**config.mk**
```make
export PLATFORM = sky130hd
export DESIGN_NAME = jtag_dr_bank
export DESIGN_NICKNAME = d
export VERILOG_FILES = /design/src/rtl/jtag_dr_bank.sv
export SDC_FILE = /design/constraint.sdc
export NUM_CORES = 1
export LEC_CHECK = 0
export ABC_CLOCK_PERIOD_IN_PS = 1600
export CAP_MARGIN = 20
export CORE_MARGIN = 8
export CORE_UTILIZATION = 45
export DETAILED_ROUTE_END_ITERATION = 10
export GPL_TIMING_DRIVEN = 0
export HOLD_SLACK_MARGIN = 0.02
export PLACE_DENSITY = 0.69
export SETUP_SLACK_MARGIN = 0.15
export SKIP_LAST_GASP = 1
export SLEW_MARGIN = 10
export SYNTH_ARGS = -nofsm -noshare
export SYNTH_HDL_FRONTEND = slang
export SYNTH_SLANG_ARGS = --single-unit
```
**constraint.sdc**
```tcl
create_clock -name TCK -period 1.6 [get_ports TCK]
set_clock_uncertainty 0.2 [all_clocks]
set_input_delay 0.32 -clock TCK [delete_from_list [all_inputs] [get_ports TCK]]
set_output_delay 0.32 -clock TCK [all_outputs]
set_load 0.02 [all_outputs]
```
**src/rtl/jtag_dr_bank.sv**
```systemverilog
// JTAG data-register bank: boundary-scan register with update stage, IDCODE,
// USERCODE and BYPASS, pin/core multiplexing and a negedge-retimed TDO.
module jtag_dr_bank #(
  parameter int          IO_COUNT = 4,
  parameter logic [31:0] IDCODE   = 32'h1A1000A1,
  parameter logic [31:0] USERCODE = 32'h00000099
) (
  input  logic                  TCK,
  input  logic                  TRST,
  input  logic                  TDI,
  input  logic                  CAPTUREDR,
  input  logic                  SHIFTDR,
  input  logic                  UPDATEDR,
  input  logic                  SAMPLE_SELECT,
  input  logic                  EXTEST_SELECT,
  input  logic                  INTEST_SELECT,
  input  logic                  BYPASS_SELECT,
  input  logic                  CLAMP_SELECT,
  input  logic                  HIGHZ_SELECT,
  input  logic                  IDCODE_SELECT,
  input  logic                  USERCODE_SELECT,
  input  logic [IO_COUNT-1:0]   PIN_IN,
  input  logic [IO_COUNT-1:0]   CORE_OUT,
  output logic [IO_COUNT-1:0]   PIN_OUT,
  output logic [IO_COUNT-1:0]   PIN_OE,
  output logic [IO_COUNT-1:0]   CORE_IN,
  output logic [2*IO_COUNT-1:0] BSR_UPD,
  output logic                  TDO
);

  localparam int N  = IO_COUNT;
  localparam int BW = 2 * IO_COUNT;

  logic          sel_id, sel_user, sel_in, sel_ex, sel_sa, sel_bsr, sel_byp;
  logic [BW-1:0] bsr_p0;
  logic [BW-1:0] bsr_upd_p1;
  logic [31:0]   id_sr_p0;
  logic [31:0]   user_sr_p0;
  logic          byp_p0;
  logic          tdo_d;
  logic          tdo_q;

  // BYPASS is the fallback for BYPASS, CLAMP, HIGHZ and no select at all.
  always_comb begin
    sel_id   = IDCODE_SELECT;
    sel_user = !IDCODE_SELECT && USERCODE_SELECT;
    sel_in   = !IDCODE_SELECT && !USERCODE_SELECT && INTEST_SELECT;
    sel_ex   = !IDCODE_SELECT && !USERCODE_SELECT && !INTEST_SELECT && EXTEST_SELECT;
    sel_sa   = !IDCODE_SELECT && !USERCODE_SELECT && !INTEST_SELECT && !EXTEST_SELECT
               && SAMPLE_SELECT;
    sel_bsr  = sel_in || sel_ex || sel_sa;
    sel_byp  = !(sel_id || sel_user || sel_bsr);
  end

  // Stage p0: capture / shift stage of every data register
  always_ff @(posedge TCK or negedge TRST) begin
    if (!TRST) begin
      bsr_p0 <= '0;
    end else if (CAPTUREDR && sel_bsr) begin
      if (sel_in)
        bsr_p0 <= {CORE_OUT, bsr_upd_p1[N-1:0]};
      else if (sel_ex)
        bsr_p0 <= {PIN_IN, bsr_p0[N-1:0]};
      else
        bsr_p0 <= {PIN_IN, CORE_OUT};
    end else if (SHIFTDR && sel_bsr) begin
      bsr_p0 <= {TDI, bsr_p0[BW-1:1]};
    end
  end

  always_ff @(posedge TCK or negedge TRST) begin
    if (!TRST) begin
      id_sr_p0   <= IDCODE;
      user_sr_p0 <= USERCODE;
      byp_p0     <= 1'b0;
    end else begin
      if (CAPTUREDR && sel_id)
        id_sr_p0 <= IDCODE;
      else if (SHIFTDR && sel_id)
        id_sr_p0 <= {TDI, id_sr_p0[31:1]};
      if (CAPTUREDR && sel_user)
        user_sr_p0 <= USERCODE;
      else if (SHIFTDR && sel_user)
        user_sr_p0 <= {TDI, user_sr_p0[31:1]};
      if (CAPTUREDR && sel_byp)
        byp_p0 <= 1'b0;
      else if (SHIFTDR && sel_byp)
        byp_p0 <= TDI;
    end
  end

  // Stage p1: update latch, held across instruction changes
  always_ff @(posedge TCK or negedge TRST) begin
    if (!TRST)
      bsr_upd_p1 <= '0;
    else if (UPDATEDR && sel_bsr)
      bsr_upd_p1 <= bsr_p0;
  end

  always_comb begin
    tdo_d = byp_p0;
    if (sel_id)
      tdo_d = id_sr_p0[0];
    else if (sel_user)
      tdo_d = user_sr_p0[0];
    else if (sel_bsr)
      tdo_d = bsr_p0[0];
  end

  // Falling-edge retime so TDO is stable at the tester's rising-edge sample
  always_ff @(negedge TCK or negedge TRST) begin
    if (!TRST)
      tdo_q <= 1'b0;
    else
      tdo_q <= tdo_d;
  end

  assign TDO     = tdo_q;
  assign BSR_UPD = bsr_upd_p1;
  assign PIN_OUT = (EXTEST_SELECT || CLAMP_SELECT) ? bsr_upd_p1[BW-1:N] : CORE_OUT;
  assign PIN_OE  = HIGHZ_SELECT ? {N{1'b0}} : {N{1'b1}};
  assign CORE_IN = INTEST_SELECT ? bsr_upd_p1[N-1:0] : PIN_IN;

endmodule

```
==> flow_summary_export.csv, run 1 <==
group,metric,value,unit
status,status,"finished, violations left",
status,failed_checks,"negative hold slack, negative setup slack",
cells_and_area,layout-drive-gt1-share,0.294,
placed_design,port_buffers,40,
yosys,synthCells,387,
placed_design,pre_cts_ws,-1290,ps
critical_path,crit_path_end_kind,"output pin",
cts,ctsHtreeMaxLevel,3,
yosys,synth_edf_count,0,
yosys,synthArstFlopShare,1.00,
floorplan,fp.dieH,108,um
power,max-vdd-ir-drop,0.466,mV
global_route,grt_start_max_net_pins,44,
sta,fin_tns_setup,-1470,ps
critical_path,r2r_cells,3,
critical_path,timing.rr.end,"TDO",
cts,clk_latency,350,ps
power,pwr-share-clk,0.279,
critical_path,rrSetupSlack,-420,ps
yosys,synth_compound_area_frac,0.0881,
sta,fin_worst_hold_slack,-346,ps
floorplan,rows,33,
route,routed_wl,8.26,mm
route,drt-initial-drc-count,197,
route,via_per_inst,5.07,
cts,numCtsBuffers,9,
global_route,overflow,0,
cts,cts_buffer_depth,2,
sta,max_slew.worst_pin.slew,403,ps
cells_and_area,antenna_cells,0,
critical_path,cp.arrival,1650,ps
floorplan,initial_core_util,0.463,
cells_and_area,fill_cells,666,
cells_and_area,fin_util,0.591,
floorplan,die_x,108,um
critical_path,cp.depth,1,
yosys,synthDistinctLibCells,30,
sta,finalSetupViolCount,8,
power,p_leak,0.00238,uW
yosys,netlist_area,3810,um^2
route,ant_nets,0,
placed_design,gp_congestion,0.760,
sta,final_hold_viol_count,60,
yosys,synth_top_family_by_area,"simple AND/OR/NAND/NOR gates",
route,firstDrtPassIters,4,
cts,cts-root-buf,"clkbuf_8",
yosys,synthFlopType,"dfrtp_1",
critical_path,crit_type,"reg -> out",
critical_path,r2r_start,"bsr_p0[0]",
power,p_switching,1720,uW
run,cap_viol_max_count,0,
yosys,synth_mux_area_frac,0.0739,
power,sw_frac_of_total,0.301,
placed_design,dp_hpwl,5.45,mm
power,p_total,5710,uW
sta,max_slew_margin,0.731,
global_route,grt_pass1_vias,2831,
power,power_frac_seq,0.452,
cells_and_area,mostFrequentLayoutCells,"101 x nand2_1, 70 x dfrtp_1, 36 x o21ai_0, 30 x buf_6, 27 x nand3b_1",
route,vias,2894,
global_route,grt_pass1_wl,14.1,mm
cts,cts_sinks,82,
sta,worst_slack,-574,ps
yosys,synth_xor_area_frac,0,
cells_and_area,finalNetCount,483,
route,routedWlPerCell,14.5,um
floorplan,boundaryPins,43,
cells_and_area,final_common_cell,"nand2_1",
cts,cts.reportedPaths.clkPinSlew,90,ps
yosys,yosys_warnings,0,
yosys,synth_fa_ha_area_frac,0,
power,cellPowerDensity,1180,nW/um^2
worst_hold_path,hp-class,"in -> async",
cells_and_area,synthToLayoutAreaGrowth,27.5,%
yosys,synth_seq_cells,82,
floorplan,core,8220,um^2
critical_path,critPathRequiredTime,1080,ps
route,drc,0,
cts,cts_tree,"done",
cells_and_area,multi_input_area,1620,um^2
yosys,synth_simple_gate_area_frac,0.243,
critical_path,crit_path_cell_trace,"buf_6",
critical_path,critPathMaxFanout,1,
power,comb_power_share,0.268,
global_route,grt_usage,0.150,
critical_path,max_stage_delay,400,ps
sta,rsz0062_at_grt,"yes",
power,p_int,3990,uW
yosys,ys_seq_area_frac,0.543,
global_route,antenna_found_initial,0,
critical_path,crit_path_start_kind,"flip-flop",
floorplan,die_area,11700,um^2
critical_path,cp_top_family,"flip-flops",
yosys,synth_area_per_cell,9.84,um^2
cells_and_area,regArea,2070,um^2
sta,slew_violations,0,
critical_path,cp_slowest_cell,"dfrtn_1",
critical_path,path_buf_inv,1,
yosys,syn_nets,409,
==> worst reg2reg max path, cell delays in order (launching register included) <==
cell     delay, ps
dfrtp_1        400
mux2_4         270
mux2i_1        120
o21ai_1         70
==> flip-flops by register name, indices dropped and copies added (netlist names) <==
register    flops
TDO             1
user_sr_p0     32
byp_p0          1
BSR_UPD         8
id_sr_p0       32
bsr_p0          8
==> power groups by stage <==
stage	Clock, uW	Sequential (uW)	Combinational (uW)
detailed placement	0	2610	1300
floorplan	0	2670	650
global route	1730	2620	1660
global placement	0	2590	1270
finish	1590	2580	1530
CTS	1630	2570	1310
==> how the worst max path moves through the flow <==
stage	from	to	slack (ps)
2_1_floorplan	SAMPLE_SELECT	TDO	-650
3_3_place_gp	TRST	TDO	-3490
3_5_place_dp	EXTEST_SELECT	TDO	-1290
4_1_cts	TDO	TDO	-590
5_1_grt	TDO	TDO	-620
6_report	TDO	TDO	-570
==> per-layer routing <==
metal | vias up | part of all wire | global-route usage
li1 | 1421 | - | -
met4 | 0 | 0.013 | 0.0515
met3 | 9 | 0.038 | 0.0440
met2 | 52 | 0.47 | 0.226
met1 | 1412 | 0.47 | 0.202
met5 | - | 0 | 0
==> area by class of cell <==
| class | count | share of cell area |
|---|---|---|
| flip-flops and latches | 82 | 0.425 |
| multi-input cells | 267 | 0.334 |
| repair buffers | 62 | 0.124 |
| plain buffers | 27 | 0.0374 |
| clock buffers | 10 | 0.0283 |
| well taps | 105 | 0.0271 |
| clock inverters | 6 | 0.0149 |
| inverters | 12 | 0.00928 |
==> repair_timing <==
| action | in CTS | in global routing |
|---|---|---|
| endpoints found under the setup margin | 104 | 49 |
| pin swaps | 5 | 7 |
| hold endpoints to repair | 39 | 39 |
| cloned | 1 | 0 |
| buffers inserted | 16 | 5 |
| resized for setup | 147 | 38 |
==> metrics by stage <==
step / hold slack [ps] / area [um^2] / std cells
5_1_grt: -342 / 4860 / 571
6_report: -346 / 4860 / 571
4_1_cts: -340 / 4740 / 566
2_1_floorplan: -176 / 3850 / 387
3_5_place_dp: 125 / 4400 / 533
3_3_place_gp: 244 / 4380 / 532
==> cells by family (layout without fill, tap and decap cells) <==
group | after synthesis | in the layout
AOI/OAI and AO/OA | 59 | 60
muxes | 26 | 26
and+or+nand+nor | 181 | 181
DFF | 82 | 82
buffers and inverters | 39 | 117
==> Yosys cell counts (7+ instances only) <==
master / number / share of area
nand2b_1: 25 / 0.041
mux2_2: 15 / 0.044
inv_1: 12 / 0.012
mux2i_1: 9 / 0.024
o21ai_1: 7 / 0.0092
nor2_1: 14 / 0.014
clkbuf_1: 13 / 0.013
dfrtp_1: 70 / 0.46
nand3b_1: 27 / 0.053
dfstp_2: 11 / 0.076
nand2_1: 103 / 0.10
o21ai_0: 41 / 0.054
No activity file was read; power rests on OpenSTA's default activity.
==> run 2, diff against run 1 <==
--- a/config.mk
+++ b/config.mk
@@ -6,7 +6,7 @@
 export NUM_CORES = 1
 export LEC_CHECK = 0
 export ABC_CLOCK_PERIOD_IN_PS = 1600
-export CAP_MARGIN = 20
+export CAP_MARGIN = 0
 export CORE_MARGIN = 8
 export CORE_UTILIZATION = 45
 export DETAILED_ROUTE_END_ITERATION = 10
@@ -14,8 +14,8 @@
 export HOLD_SLACK_MARGIN = 0.02
 export PLACE_DENSITY = 0.69
 export SETUP_SLACK_MARGIN = 0.15
+export SKIP_CTS_REPAIR_TIMING = 1
 export SKIP_LAST_GASP = 1
-export SLEW_MARGIN = 10
 export SYNTH_ARGS = -nofsm -noshare
 export SYNTH_HDL_FRONTEND = slang
 export SYNTH_SLANG_ARGS = --single-unit
==> run 2 against run 1 <==
The flow still finishes with violations (negative hold slack, negative setup slack). Sequential share of layout area rose by 1.3 points. Flip-flop and latch count did not move. Die area did not move. Routed wire length fell by 4.7%. Clock-buffer cell count did not move. Combinational power fell by 14%. Utilization fell by 1.8 points. Via count fell by 3.6%. Non-clock buffer count fell by 13. Final cell count fell by 2.5%. Critical path type unchanged. Largest cell class unchanged.
==> flow_summary_export.csv, run 2 (synthesis results as in run 1) <==
group,metric,value,unit
worst_hold_path,hp-class,"in -> async",
cells_and_area,mostFrequentLayoutCells,"103 x nand2_1, 70 x dfrtp_1, 36 x o21ai_0, 27 x nand3b_1, 25 x nand2b_1",
cts,cts_tree,"done",
critical_path,crit_type,"reg -> out",
sta,worst_slack,-573,ps
floorplan,boundaryPins,43,
run,cap_viol_max_count,0,
critical_path,rrSetupSlack,-450,ps
sta,rsz0062_at_grt,"yes",
power,max-vdd-ir-drop,0.462,mV
global_route,grt_start_max_net_pins,44,
floorplan,rows,33,
floorplan,core,8220,um^2
placed_design,gp_congestion,0.760,
route,ant_nets,0,
placed_design,dp_hpwl,5.45,mm
critical_path,max_stage_delay,400,ps
critical_path,cp_slowest_cell,"dfrtn_1",
global_route,grt_usage,0.143,
floorplan,fp.dieH,108,um
critical_path,crit_path_end_kind,"output pin",
route,routedWlPerCell,14.1,um
critical_path,path_buf_inv,1,
cts,cts.reportedPaths.clkPinSlew,80,ps
cts,cts_buffer_depth,2,
route,routed_wl,7.88,mm
route,drt-initial-drc-count,145,
sta,max_slew.worst_pin.slew,400,ps
cells_and_area,reg.largest.list,"id_sr_p0: 32 flops, user_sr_p0: 32 flops",
cells_and_area,multi_input_area,1600,um^2
power,comb_power_share,0.239,
cts,clk_latency,350,ps
floorplan,die_area,11700,um^2
power,cellPowerDensity,1170,nW/um^2
cts,cts-root-buf,"clkbuf_8",
critical_path,cp.arrival,1650,ps
critical_path,cp.depth,1,
cells_and_area,layout-drive-gt1-share,0.248,
power,p_total,5490,uW
cells_and_area,synthToLayoutAreaGrowth,23.7,%
global_route,grt_pass1_vias,2692,
cts,ctsHtreeMaxLevel,3,
placed_design,dpl.cell_count,533,
power,pwr-share-clk,0.291,
cells_and_area,finalNetCount,469,
cts,numCtsBuffers,9,
power,power_frac_seq,0.470,
cells_and_area,antenna_cells,0,
cells_and_area,regArea,2070,um^2
floorplan,initial_core_util,0.463,
route,drc,0,
critical_path,critPathMaxFanout,1,
global_route,grt_pass1_wl,13.4,mm
power,p_switching,1660,uW
cells_and_area,fin_util,0.573,
route,vias,2791,
power,p_int,3830,uW
placed_design,port_buffers,40,
cells_and_area,fill_cells,689,
critical_path,cp_top_family,"flip-flops",
sta,final_hold_viol_count,59,
critical_path,r2r_cells,3,
critical_path,crit_path_start_kind,"flip-flop",
critical_path,crit_path_cell_trace,"buf_6",
sta,fin_worst_hold_slack,-344,ps
cells_and_area,final_common_cell,"nand2_1",
status,failed_checks,"negative hold slack, negative setup slack",
floorplan,die_x,108,um
critical_path,critPathRequiredTime,1080,ps
global_route,overflow,0,
sta,slew_violations,0,
power,sw_frac_of_total,0.302,
route,via_per_inst,5.01,
sta,finalSetupViolCount,9,
cts,cts_sinks,82,
route,firstDrtPassIters,4,
global_route,antenna_found_initial,0,
sta,max_slew_margin,0.733,
cells_and_area,layout.cells.non_filler,557,
status,status,"finished, violations left",
power,p_leak,0.00232,uW
## run 2: cell count changes in the layout (fill, tap and decap cells not counted), moves of 2 or more
| cell | change |
|---|---|
| nand2_1 | +2 |
| dlymetal6s2s_1 | +3 |
| clkbuf_2 | +6 |
| buf_2 | -7 |
| clkdlybuf4s50_1 | +3 |
| nand2_2 | -2 |
| inv_2 | -2 |
| clkbuf_4 | +2 |
| dlygate4sd2_1 | -2 |
| buf_6 | -13 |
| o21ai_2 | -3 |
| inv_1 | +2 |
| buf_4 | -5 |
| o21ai_1 | +2 |
## run 2: worst reg2reg max path, delay by kind of cell, from the launching register on
| kind | cells | cell delay, ps |
|---|---|---|
| compound gates | 1 | 80 |
| flops | 1 | 410 |
| mux | 2 | 390 |
## run 2: layout make-up
| class | count | share of cell area |
|---|---|---|
| plain buffers | 27 | 0.0393 |
| clock buffers | 10 | 0.0292 |
| clock inverters | 6 | 0.0154 |
| inverters | 12 | 0.00956 |
| multi-input cells | 266 | 0.339 |
| flip-flops and latches | 82 | 0.439 |
| well taps | 105 | 0.0279 |
| repair buffers | 49 | 0.101 |
## run 2: path summary, 6_finish.rpt
check,from,to
worst max register to register,bsr_p0[0],TDO
max in group asynchronous,TRST,TDO
worst min register to register,user_sr_p0[4],user_sr_p0[4]
worst min-delay path,TRST,id_sr_p0[14]
worst max-delay path,TDO,TDO
min in group TCK,SAMPLE_SELECT,byp_p0
## run 2: per-layer routing
| metal | wire (um) | up-vias | track usage |
|---|---|---|---|
| li1 | - | 1396 | - |
| met1 | 3780 | 1338 | 0.195 |
| met2 | 3680 | 52 | 0.214 |
| met3 | 351 | 5 | 0.0416 |
| met4 | 68 | 0 | 0.0446 |
| met5 | 0 | - | 0 |
## run 2: power groups by stage
stage | Clock, uW | Combinational (uW) | Sequential [uW]
floorplan | 0 | 650 | 2670
global placement | 0 | 1270 | 2590
detailed placement | 0 | 1300 | 2610
CTS | 1630 | 1300 | 2570
global route | 1730 | 1430 | 2620
finish | 1600 | 1310 | 2580
## run 2: metrics by stage
stage                     worst slack (ps)  TNS [ps]  cell area, um^2
after floorplan                       -653     -1080             3850
after global placement               -3490   -278810             4380
after detailed placement             -1290    -57110             4400
after CTS                            -1060    -28440             4610
after global routing                  -617     -2180             4710
final                                 -573     -1640             4710
==> run 3, diff against run 2 <==
--- a/config.mk
+++ b/config.mk
@@ -5,7 +5,7 @@
 export SDC_FILE = /design/constraint.sdc
 export NUM_CORES = 1
 export LEC_CHECK = 0
-export ABC_CLOCK_PERIOD_IN_PS = 1600
+export ABC_CLOCK_PERIOD_IN_PS = 2000
 export CAP_MARGIN = 0
 export CORE_MARGIN = 8
 export CORE_UTILIZATION = 45
==> constraint.sdc (replaced) <==
create_clock -name TCK -period 2 [get_ports TCK]
set_clock_uncertainty 0.2 [all_clocks]
set_input_delay 0.4 -clock TCK [delete_from_list [all_inputs] [get_ports TCK]]
set_output_delay 0.4 -clock TCK [all_outputs]
set_load 0.02 [all_outputs]
==> run 3 against run 2 <==
Clock power decreased by 14%. Sequential power decreased by 21%. Routed wire length increased by 0.18%. Global-route usage decreased by 0.074 points. The run still ends with negative hold slack, negative setup slack left. Die area unchanged. Combinational power decreased by 24%. Cell area decreased by 1.1%. Sequential share of layout area increased by 0.51 points. Hold slack improved by 83 ps. Via count about the same. Register-to-register slack improved by 110 ps.
==> flow_summary_export.csv, run 3 (synthesis results as in run 1) <==
group,metric,value,unit
status,status,"finished, violations left",
status,failed_checks,"negative hold slack, negative setup slack",
cells_and_area,antenna_cells,0,
route,firstDrtPassIters,4,
route,drt-initial-drc-count,137,
floorplan,initial_core_util,0.463,
critical_path,r2r_start,"bsr_p0[0]",
placed_design,dp_hpwl,5.61,mm
power,max-vdd-ir-drop,0.540,mV
global_route,grt_pass1_wl,13.4,mm
power,p_leak,0.00238,uW
critical_path,critPathRequiredTime,1400,ps
sta,rsz0062_at_grt,"yes",
power,cellPowerDensity,950,nW/um^2
critical_path,crit_path_cell_trace,"buf_6",
sta,finalSetupViolCount,2,
critical_path,cp_top_family,"flip-flops",
cells_and_area,reg.largest.list,"id_sr_p0: 32 flops, user_sr_p0: 32 flops",
sta,slew_violations,0,
global_route,grt_pass1_vias,2821,
cts,ctsHtreeMaxLevel,3,
critical_path,timing.rr.end,"TDO",
critical_path,r2r_cells,3,
cts,cts_buffer_depth,2,
sta,max_slew_margin,0.673,
route,via_per_inst,5.08,
cts,clk_latency,360,ps
cts,cts_tree,"done",
placed_design,gp_congestion,0.824,
floorplan,fp.dieH,108,um
cts,cts-root-buf,"clkbuf_8",
critical_path,crit_type,"reg -> out",
critical_path,cp.arrival,1850,ps
floorplan,boundaryPins,43,
route,dr_wl_met3,339,um
cells_and_area,final_common_cell,"nand2_1",
floorplan,rows,33,
critical_path,crit_path_start_kind,"flip-flop",
critical_path,cp.depth,1,
cts,cts_sinks,82,
floorplan,die_area,11700,um^2
critical_path,max_stage_delay,410,ps
cells_and_area,synthToLayoutAreaGrowth,22.3,%
cells_and_area,mostFrequentLayoutCells,"103 x nand2_1, 70 x dfrtp_1, 36 x o21ai_0, 27 x nand3b_1, 25 x nand2b_1",
cells_and_area,layout-drive-gt1-share,0.204,
placed_design,pre_cts_ws,-1270,ps
global_route,antenna_found_initial,0,
sta,fin_worst_hold_slack,-260,ps
sta,final_hold_viol_count,36,
sta,worst_slack,-455,ps
critical_path,rrSetupSlack,-340,ps
worst_hold_path,hp-class,"in -> async",
route,wl_met1,3.62,mm
cts,numCtsBuffers,9,
route,routedWlPerCell,14.3,um
route,wl_met2,3.84,mm
run,cap_viol_max_count,0,
sta,max_slew.worst_pin.slew,490,ps
critical_path,crit_path_end_kind,"output pin",
route,top_layer,"met4",
route,ant_nets,0,
floorplan,core,8220,um^2
global_route,overflow,0,
route,drc,0,
critical_path,critPathMaxFanout,1,
global_route,grt_start_max_net_pins,44,
cells_and_area,finalNetCount,462,
route,vias,2793,
route,routed_wl,7.89,mm
floorplan,die_x,108,um
critical_path,cp_slowest_cell,"dfrtn_1",
critical_path,path_buf_inv,1,
placed_design,port_buffers,40,
cts,cts.reportedPaths.clkPinSlew,80,ps
global_route,grt_usage,0.142,
## run 3: changes by cell type in the layout (fill, tap and decap cells not counted), sizes merged
cell	previous run	this run
buf	39	25
clkinvlp	1	0
clkdlybuf4s50	10	8
clkbuf	32	29
dlymetal6s2s	5	17
bufinv	1	2
## run 3: how the worst max path moves through the flow
| stage | end | from | slack [ps] |
|---|---|---|---|
| after floorplan | TDO | SAMPLE_SELECT | -540 |
| after global placement | TDO | TRST | -3350 |
| after detailed placement | TDO | EXTEST_SELECT | -1270 |
| after CTS | TDO | TDO | -940 |
| after global routing | TDO | TDO | -480 |
| final | TDO | TDO | -450 |
## run 3: through the flow
| step | power [uW] | util | instance area (um^2) | cells | setup TNS (ps) |
|---|---|---|---|---|---|
| floorplan | 2610 | - | 3810 | 387 | -613 |
| global placement | 3060 | 0.529 | 4340 | 532 | -222350 |
| detailed placement | 3090 | 0.531 | 4360 | 533 | -29170 |
| CTS | 4490 | 0.559 | 4600 | 549 | -8590 |
| global route | 4650 | 0.567 | 4660 | 550 | -918 |
| finish | 4420 | 0.567 | 4660 | 550 | -871 |
## run 3: layout make-up
class	count	area [um^2]
Inverter	12	45.0
Multi-Input combinational cell	266	1580
Fill cell	729	3560
Sequential cell	82	2070
Buffer	27	165
Clock buffer	10	138
Timing Repair Buffer	42	433
Tap cell	105	131
Clock inverter	6	97.6
## run 3: report_power, final
group	switching [uW]	internal [uW]
clock	627	754
sequential	156	1890
combinational	503	487
total	1290	3140
## run 3: metal layers
layer | global-route usage | up-vias
met5 | 0 | -
met4 | 0.0476 | 0
met3 | 0.0375 | 8
met2 | 0.228 | 50
met1 | 0.182 | 1356
li1 | - | 1379
